`src/rtl/mem_ctrl_pkg.sv`:
```
// Shared definitions for the byte-write controller.
//   state_t   : controller FSM states
//   NUM_BYTES : depth of the downstream memory in bytes
//   ADDR_W    : width of the byte address
package mem_ctrl_pkg;

  localparam int NUM_BYTES = 4;
  localparam int ADDR_W    = $clog2(NUM_BYTES);

  typedef enum logic [1:0] {
    IDLE  = 2'd0,
    WRITE = 2'd1,
    HOLD  = 2'd2
  } state_t;

endpackage

```
`src/rtl/btn_debounce.sv`:
```
// Conditions one raw pushbutton: 2-flop synchronizer, counting debouncer,
// and a rising-edge detector on the debounced level.
//   clk, reset : system clock, synchronous active-high reset
//   i_btn      : raw asynchronous, bouncy button
//   o_level    : debounced level (flop output)
//   o_press    : one-cycle pulse on a debounced 0->1 change
module btn_debounce #(
  parameter int DB_CYCLES = 100000
) (
  input  logic clk,
  input  logic reset,
  input  logic i_btn,
  output logic o_level,
  output logic o_press
);

  // +1 so the width stays non-zero for DB_CYCLES = 1
  localparam int CNT_W = $clog2(DB_CYCLES + 1);

  logic             r_sync1;
  logic             r_sync2;
  logic             r_level;
  logic             r_level_d;
  logic [CNT_W-1:0] r_cnt;

  always_ff @(posedge clk) begin
    if (reset) begin
      r_sync1   <= 1'b0;
      r_sync2   <= 1'b0;
      r_level   <= 1'b0;
      r_level_d <= 1'b0;
      r_cnt     <= '0;
    end else begin
      r_sync1   <= i_btn;
      r_sync2   <= r_sync1;
      r_level_d <= r_level;
      // Count consecutive cycles of disagreement; any agreement restarts
      // the count, so a bounce shorter than DB_CYCLES never flips the level.
      if (r_sync2 != r_level) begin
        if (r_cnt == CNT_W'(DB_CYCLES - 1)) begin
          r_level <= r_sync2;
          r_cnt   <= '0;
        end else begin
          r_cnt <= r_cnt + 1'b1;
        end
      end else begin
        r_cnt <= '0;
      end
    end
  end

  assign o_level = r_level;
  // Both terms are flops, so the pulse is glitch-free and lasts one cycle.
  assign o_press = r_level & ~r_level_d;

endmodule

```
`src/rtl/mem_write_ctrl.sv`:
```
// Writes a switch byte into a 4-byte downstream memory on a debounced
// store button press; a second button (or auto-increment) steps the address.
//   clk, reset : system clock, synchronous active-high reset
//   sw_data    : byte captured on the store press
//   btn_store  : raw store button
//   btn_next   : raw address-advance button
//   auto_inc   : advance address after each write
//   data/store/addr/busy : registered memory write port and status
module mem_write_ctrl
  import mem_ctrl_pkg::*;
#(
  parameter int DB_CYCLES = 100000,
  parameter int DATA_W    = 8
) (
  input  logic              clk,
  input  logic              reset,
  input  logic [DATA_W-1:0] sw_data,
  input  logic              btn_store,
  input  logic              btn_next,
  input  logic              auto_inc,
  output logic [DATA_W-1:0] data,
  output logic              store,
  output logic [ADDR_W-1:0] addr,
  output logic              busy
);

  logic w_store_level;
  logic w_store_press;
  logic w_next_unused;
  logic w_next_press;

  btn_debounce #(.DB_CYCLES(DB_CYCLES)) u_db_store (
    .clk     (clk),
    .reset   (reset),
    .i_btn   (btn_store),
    .o_level (w_store_level),
    .o_press (w_store_press)
  );

  btn_debounce #(.DB_CYCLES(DB_CYCLES)) u_db_next (
    .clk     (clk),
    .reset   (reset),
    .i_btn   (btn_next),
    .o_level (w_next_unused),
    .o_press (w_next_press)
  );

  state_t            r_state;
  state_t            w_next_state;
  logic [DATA_W-1:0] r_data;
  logic              r_store;
  logic [ADDR_W-1:0] r_addr;
  logic              r_busy;

  always_comb begin
    w_next_state = r_state;
    unique case (r_state)
      IDLE:    if (w_store_press) w_next_state = WRITE;
      WRITE:   w_next_state = HOLD;
      // Wait out the debounced release so one press yields one write.
      HOLD:    if (!w_store_level) w_next_state = IDLE;
      default: w_next_state = IDLE;
    endcase
  end

  always_ff @(posedge clk) begin
    if (reset) begin
      r_state <= IDLE;
      r_data  <= '0;
      r_store <= 1'b0;
      r_addr  <= '0;
      r_busy  <= 1'b0;
    end else begin
      r_state <= w_next_state;
      // Strobe and busy are registered from the next state so they line up
      // with the state flop without any input-to-output path.
      r_store <= (w_next_state == WRITE);
      r_busy  <= (w_next_state != IDLE);
      if (r_state == IDLE && w_store_press) r_data <= sw_data;
      // Store wins over next when both fire in IDLE; next is dropped.
      if (r_state == WRITE && auto_inc)
        r_addr <= r_addr + 1'b1;
      else if (r_state == IDLE && !w_store_press && w_next_press)
        r_addr <= r_addr + 1'b1;
    end
  end

  assign data  = r_data;
  assign store = r_store;
  assign addr  = r_addr;
  assign busy  = r_busy;

endmodule
```
`config.mk`:
```
export PLATFORM = sky130hd
export DESIGN_NAME = mem_write_ctrl
export DESIGN_NICKNAME = d
export VERILOG_FILES = /design/src/rtl/mem_ctrl_pkg.sv /design/src/rtl/btn_debounce.sv /design/src/rtl/mem_write_ctrl.sv
export SDC_FILE = /design/constraint.sdc
export NUM_CORES = 1
export LEC_CHECK = 0
export CAP_MARGIN = 25
export CORE_UTILIZATION = 55
export DETAILED_ROUTE_END_ITERATION = 7
export PLACE_DENSITY = 0.85
export SYNTH_ARGS = -nofsm -noshare
export SYNTH_HDL_FRONTEND = slang
export SYNTH_HIERARCHICAL = 1
export SYNTH_SLANG_ARGS = --single-unit
```
`constraint.sdc`:
```
create_clock -name clk -period 2.9 [get_ports clk]
set_clock_uncertainty 0.1 [all_clocks]
set_input_delay 0.58 -clock clk [delete_from_list [all_inputs] [get_ports clk]]
set_output_delay 0.58 -clock clk [all_outputs]
set_load 0.005 [all_outputs]
```
==> results.md, run 1 <==
* Cells after synthesis at 249
* Fmax at 488 MHz
* VDD IR-drop max at 0.411 mV
* Unrepaired setup endpoints after global routing: no
* Hold Buf Count CTS at 0
* Post-CTS sizing at 0
* Initial antenna violation count at 0
* Via count at 1726
* CTS clk-pin slew, worst paths at 0.09 ns
* Nets at 288
* Critical path endpoint category: flip-flop
* Number of I/O port buffers at 24
* Critical path's slowest cell: or4b_1
* Worst EP arrival at 2.12 ns
* Syn_area_per_cell at 9.57 µm²
* PwrDens at 477 nW/µm²
* Warnings from Yosys at 6
* Antenna Nets Post-Route at 0
* Ratio of cells with drive above 1 in the final layout at 6.57%
* Worst Hold Class: flip-flop to flip-flop
* Post-CTS Setup Bufs at 0
* Netlist cell types at 35
* Critical path cell sequence: or4b_1 > nor4_2 > or2_1 > nor2_1
* Vias in the first global route at 1585
* WL final at 4040 µm
* CORE AREA at 4090 µm²
* Top Ports at 25
* DRC violations left at 0
* Slew margin rel. at 67.6%
* WHS at 0.347 ns
* Slew Viols, Final at 0
* Via-to-Cell Ratio at 5.33
* Initial DRC count at 142
* Sequential share of the synthesized area at 47.0%
* Clock insertion delay at the later pin of the skew report at 0.30 ns
* Inserted Diodes at 0
* Setup WS post-layout at 0.853 ns
* Num rows at 23
* TNS Setup at 0 ns
* Leakage at 0.917 nW
* Longest Clk Path Bufs at 2
* Die H at 67.8 µm
* Status: complete, no violations
* CP top delay family: simple AND/OR/NAND/NOR gates
* Die X at 67.8 µm
* Critical Path Start Type: flip-flop
* Final min period at 2.05 ns
* Die ar. at 4600 µm²
* GP Congestion at 0.863
* Slowest stage delay, CP at 0.55 ns
* First-pass DRT Iterations at 4
* Pre-CTS setup slack at 0.537 ns
* Final setup vio count at 0
* Fillers at 321
* Post-placement cell area at 2630 µm²
* Setup CP Type: flip-flop to flip-flop
* CTS tree: yes
* First-pass GRT wire length at 6780 µm
* Cts bufs inserted at 5
* Synthesized cell area at 2380 µm²
* Pin count of the biggest net entering global routing at 17
* Average wire per cell in the routed design at 12.5 µm
* Worst path bufs/invs at 0
* Clk root buf: clkbuf_8
* Hpwl dp at 2900 µm
* Required time worst endpoint at 2.97 ns
* Final instance area at 2740 µm²
* Layout Area Growth over Synthesis at 14.9%
* Crit path max fanout at 15
* Worst-margin pin slew at 0.485 ns
* Clock sinks at 56
* #FFs+latches synth at 56
* Final Cycle Share at 70.6%
* Final hold violations at 0
* Remaining Overflow, GRT at 0
* MaxCap Viol Count at 0
* GR Util All Layers at 19.7%
* CTS H-tree lvls at 2
* Syn nets at 264
* Starting Density at 58.3%
==> layout make-up <==
cell class	count	area, µm²	share of cell area [%]
flip-flops and latches	56	1120	41.0
repair buffers	27	263	9.60
multi-input cells	179	1170	42.7
well taps	50	62.6	2.29
clock inverters	2	35.0	1.28
clock buffers	6	72.6	2.65
inverters	4	15.0	0.548
==> per-layer routing <==
metal  global-route usage, %  wire length, µm
met2                    34.5             1970
met5                       0                0
met3                    4.50               88
met1                    23.7             1940
met4                    6.25               37
==> flip-flops by register name, indices dropped and copies added, names as in the netlist <==
register              count
u_db_store/r_sync2        1
busy                      1
u_db_next/o_level         1
u_db_next/r_sync1         1
u_db_store/r_cnt         17
store                     1
u_db_store/o_level        1
u_db_next/r_cnt          17
u_db_next/r_sync2         1
u_db_next/r_level_d       1
r_state                   2
u_db_store/r_sync1        1
u_db_store/r_level_d      1
data                      8
addr                      2
==> worst reg2reg max path, stage by stage (launching register included) <==
cell and delay [ns]:
dfxtp_1 0.36, or4b_1 0.55, nor4_2 0.38, or2_1 0.46, nor2_1 0.10
==> cells in the final DEF, fill, tap and decap left out, drive strengths merged, types with 2 or more instances in the layout <==
cell type / netlist / final
nor4: 6 / 6
nor2b: 13 / 13
nand2: 7 / 7
or2: 3 / 3
a21oi: 4 / 4
and2: 2 / 2
mux2i: 8 / 8
nand3: 14 / 14
ha: 2 / 2
buf: 7 / 3
clkbuf: 3 / 6
nor3: 2 / 2
xnor2: 8 / 8
mux2: 3 / 3
and4: 8 / 8
inv: 4 / 4
or4b: 3 / 3
o31ai: 2 / 2
nor2: 43 / 43
nand2b: 2 / 2
xor2: 22 / 22
clkdlybuf4s50: 0 / 24
dfxtp: 56 / 56
or4: 5 / 5
nand4: 16 / 16
==> report_power, final <==
| part | internal (mW) | leakage, nW | switching (mW) |
|---|---|---|---|
| logic | 0.0260 | 0.409 | 0.0157 |
| clock network | 0.256 | 0.0552 | 0.229 |
| registers | 0.774 | 0.452 | 0.00446 |
==> Yosys cell counts <==
cell / instances / area share [%]
nor4_2: 2 / 1.0
or2_2: 1 / 0.26
xor2_1: 22 / 8.1
nand3b_1: 1 / 0.32
or2b_1: 1 / 0.32
nor2b_1: 13 / 3.4
dfxtp_1: 56 / 47
or4b_1: 2 / 0.84
and4_1: 8 / 2.9
nand2_1: 7 / 1.1
or4_1: 5 / 1.6
buf_2: 3 / 0.63
or3b_4: 1 / 0.47
xnor2_1: 8 / 2.9
nor4_1: 4 / 1.0
nor3_1: 2 / 0.42
or4b_2: 1 / 0.42
ha_1: 2 / 1.0
inv_1: 4 / 0.63
a211oi_1: 1 / 0.32
nand4_1: 16 / 4.2
a21oi_1: 4 / 0.84
nand3_1: 14 / 2.9
clkbuf_1: 3 / 0.47
nor2_1: 43 / 6.8
buf_8: 2 / 1.3
and2_1: 2 / 0.52
o31ai_1: 2 / 0.63
or2_1: 2 / 0.52
mux2i_1: 8 / 3.4
mux2_2: 3 / 1.4
buf_6: 2 / 0.94
nand2b_1: 2 / 0.52
nor3b_1: 1 / 0.32
and4b_1: 1 / 0.42
==> per-stage QoR <==
step           power [mW]  instances  utilization [%]
5_1_grt              1.36        324             67.0
4_1_cts              1.32        324             67.0
6_report             1.31        324             67.0
3_3_place_gp        0.836        316             64.4
3_5_place_dp        0.839        316             64.4
2_1_floorplan       0.812        249                -
==> final timing paths <==
kind / slack (ns) / to / depth (start not counted) / startpoint
setup reg to reg: 0.85 / u_db_store/r_cnt[16] / 4 / u_db_store/r_cnt[12]
hold reg to reg: 0.35 / u_db_store/r_sync2 / 1 / u_db_store/r_sync1
hold / removal: 0.35 / u_db_store/r_sync2 / 1 / u_db_store/r_sync1
setup / recovery: 0.85 / u_db_store/r_cnt[16] / 4 / u_db_store/r_cnt[12]
==> logic make-up after synthesis <==
logic type | Yosys count | share of synthesized area [%]
buffers and inverters | 14 | 3.94
AND/OR/NAND/NOR | 129 | 30.4
multiplexers | 11 | 4.78
XOR/XNOR | 30 | 11.0
adder cells (fa/ha/maj) | 2 | 1.05
flip-flops | 56 | 47.0
AO/OA/AOI/OAI | 7 | 1.78
Note: power is estimated with default switching activity, not from simulation.
==> run 2, diff against run 1 <==
==> constraint.sdc (replaced) <==
create_clock -name clk -period 1.9 [get_ports clk]
set_clock_uncertainty 0.1 [all_clocks]
set_input_delay 0.38 -clock clk [delete_from_list [all_inputs] [get_ports clk]]
set_output_delay 0.38 -clock clk [all_outputs]
set_load 0.005 [all_outputs]
==> results.md, run 2 (synthesis results as in run 1) <==
* Status: complete, no violations
* Multi-input logic area at 1190 µm²
* Average wire per cell in the routed design at 13.3 µm
* Required time worst endpoint at 2.00 ns
* Die H at 67.8 µm
* First-pass DRT Iterations at 4
* CTS H-tree lvls at 2
* Via count at 1967
* CORE AREA at 4090 µm²
* GP Congestion at 0.871
* Post-placement cell area at 2870 µm²
* CTS clk-pin slew, worst paths at 0.09 ns
* Critical path cell sequence: or4b_1 > nor4_4 > buf_4 > mux2_2
* VDD IR-drop max at 0.460 mV
* Final instance area at 3000 µm²
* Clock insertion delay at the later pin of the skew report at 0.31 ns
* GR Util All Layers at 23.0%
* Worst-margin pin slew at 0.359 ns
* Fmax at 540 MHz
* Crit path max fanout at 2
* CP top delay family: simple AND/OR/NAND/NOR gates
* DRC violations left at 0
* First-pass GRT wire length at 7930 µm
* Worst path bufs/invs at 1
* Num rows at 23
* Clock power share at 37.7%
* Remaining Overflow, GRT at 0
* Worst Hold Class: flip-flop to flip-flop
* MaxCap Viol Count at 0
* Longest Clk Path Bufs at 2
* Sw frac at 19.9%
* FF+latch area at 1120 µm²
* Layout Area Growth over Synthesis at 25.9%
* Die ar. at 4600 µm²
* Pin count of the biggest net entering global routing at 17
* Ratio of cells with drive above 1 in the final layout at 17.3%
* Most common cell after layout, fill and taps aside: dfxtp_1
* Unrepaired setup endpoints after global routing: yes
* Slowest stage delay, CP at 0.59 ns
* Cts bufs inserted at 5
* Fillers at 290
* Setup WS post-layout at 0.0485 ns
* Final Cycle Share at 97.4%
* Initial DRC count at 110
* Critical path's slowest cell: or4b_1
* Inserted Diodes at 0
* Initial antenna violation count at 0
* Final hold violations at 0
* Leakage at 1.08 nW
* CTS tree: yes
* Gate power share at 3.7%
* Critical path endpoint category: flip-flop
* PwrDens at 675 nW/µm²
* NetSw at 0.403 mW
* Worst EP arrival at 1.95 ns
* Clock sinks at 56
* Hpwl dp at 3420 µm
* Number of I/O port buffers at 24
* Critical Path Start Type: flip-flop
* Antenna Nets Post-Route at 0
* Die X at 67.8 µm
* Nets at 320
* Clk root buf: clkbuf_8
* Setup CP Type: flip-flop to flip-flop
* Starting Density at 58.3%
* Top Ports at 25
* Internal Power at 1.62 mW
* Pre-CTS setup slack at -0.0958 ns
* Most frequent cells in the layout: dfxtp_1 (54), nor2_1 (43), buf_4 (35), clkdlybuf4s50_1 (24), xor2_1 (22)
* Via-to-Cell Ratio at 5.53
* Slew Viols, Final at 0
* Slew margin rel. at 75.8%
* Final setup vio count at 0
* Vias in the first global route at 1877
* Seq pwr share at 58.7%
* WL final at 4740 µm
* Final min period at 1.85 ns
## run 2: area by class of cell
cell class / instances / area share [%]
clock buffer: 6 / 2.42
clock inverter: 2 / 1.17
inverter: 4 / 0.500
multi-input combinational: 179 / 39.6
sequential: 56 / 37.4
tap: 50 / 2.08
timing repair buffer: 59 / 16.8
## run 2: worst paths after layout
kind,start,to,slack [ns],cells after the start
hold / removal,u_db_next/r_sync1,u_db_next/r_sync2,0.34,1
setup reg to reg,u_db_next/r_cnt[12],u_db_next/o_level,0.05,4
hold reg to reg,u_db_next/r_sync1,u_db_next/r_sync2,0.34,1
setup / recovery,u_db_next/r_cnt[12],u_db_next/o_level,0.05,4
## run 2: through the flow
stage               power [mW]  hold slack, ns  std cells  setup TNS [ns]  util (%)
detailed placement        1.29           0.322        348           -1.62      70.2
CTS                       2.04           0.344        356               0      72.9
finish                    2.03           0.343        356               0      73.5
global placement          1.29           0.318        348          -0.534      70.2
floorplan                 1.24           0.314        249               0         -
global route              2.08           0.361        356               0      73.5
## run 2: power by group through the flow
stage / logic [mW] / clock network [mW] / registers [mW]
detailed placement: 0.0749 / 0 / 1.22
global placement: 0.0721 / 0 / 1.21
finish: 0.0743 / 0.763 / 1.19
floorplan: 0.0256 / 0 / 1.21
CTS: 0.0750 / 0.775 / 1.19
global route: 0.0810 / 0.810 / 1.19
## run 2: what timing repair did
item | 4_1_cts | 5_1_grt
gates resized for setup | 0 | 5
hold buffers | 0 | 0
endpoints found under the setup margin | 1 | 12
setup buffers | 0 | 0
pin swaps | 1 | 1
## run 2: worst reg2reg max path, cell delays in order (launching register included)
cell,delay (ns)
dfxtp_1,0.33
or4b_1,0.59
nor4_4,0.26
buf_4,0.15
mux2_2,0.32
## run 2: layer usage
| layer | GRT usage (%) | wire length [µm] | vias to the layer above |
|---|---|---|---|
| met5 | 0 | 0 | - |
| met4 | 10.2 | 105 | 0 |
| met3 | 4.00 | 123 | 11 |
| met2 | 41.7 | 2410 | 32 |
| met1 | 26.3 | 2110 | 949 |
| li1 | - | - | 975 |
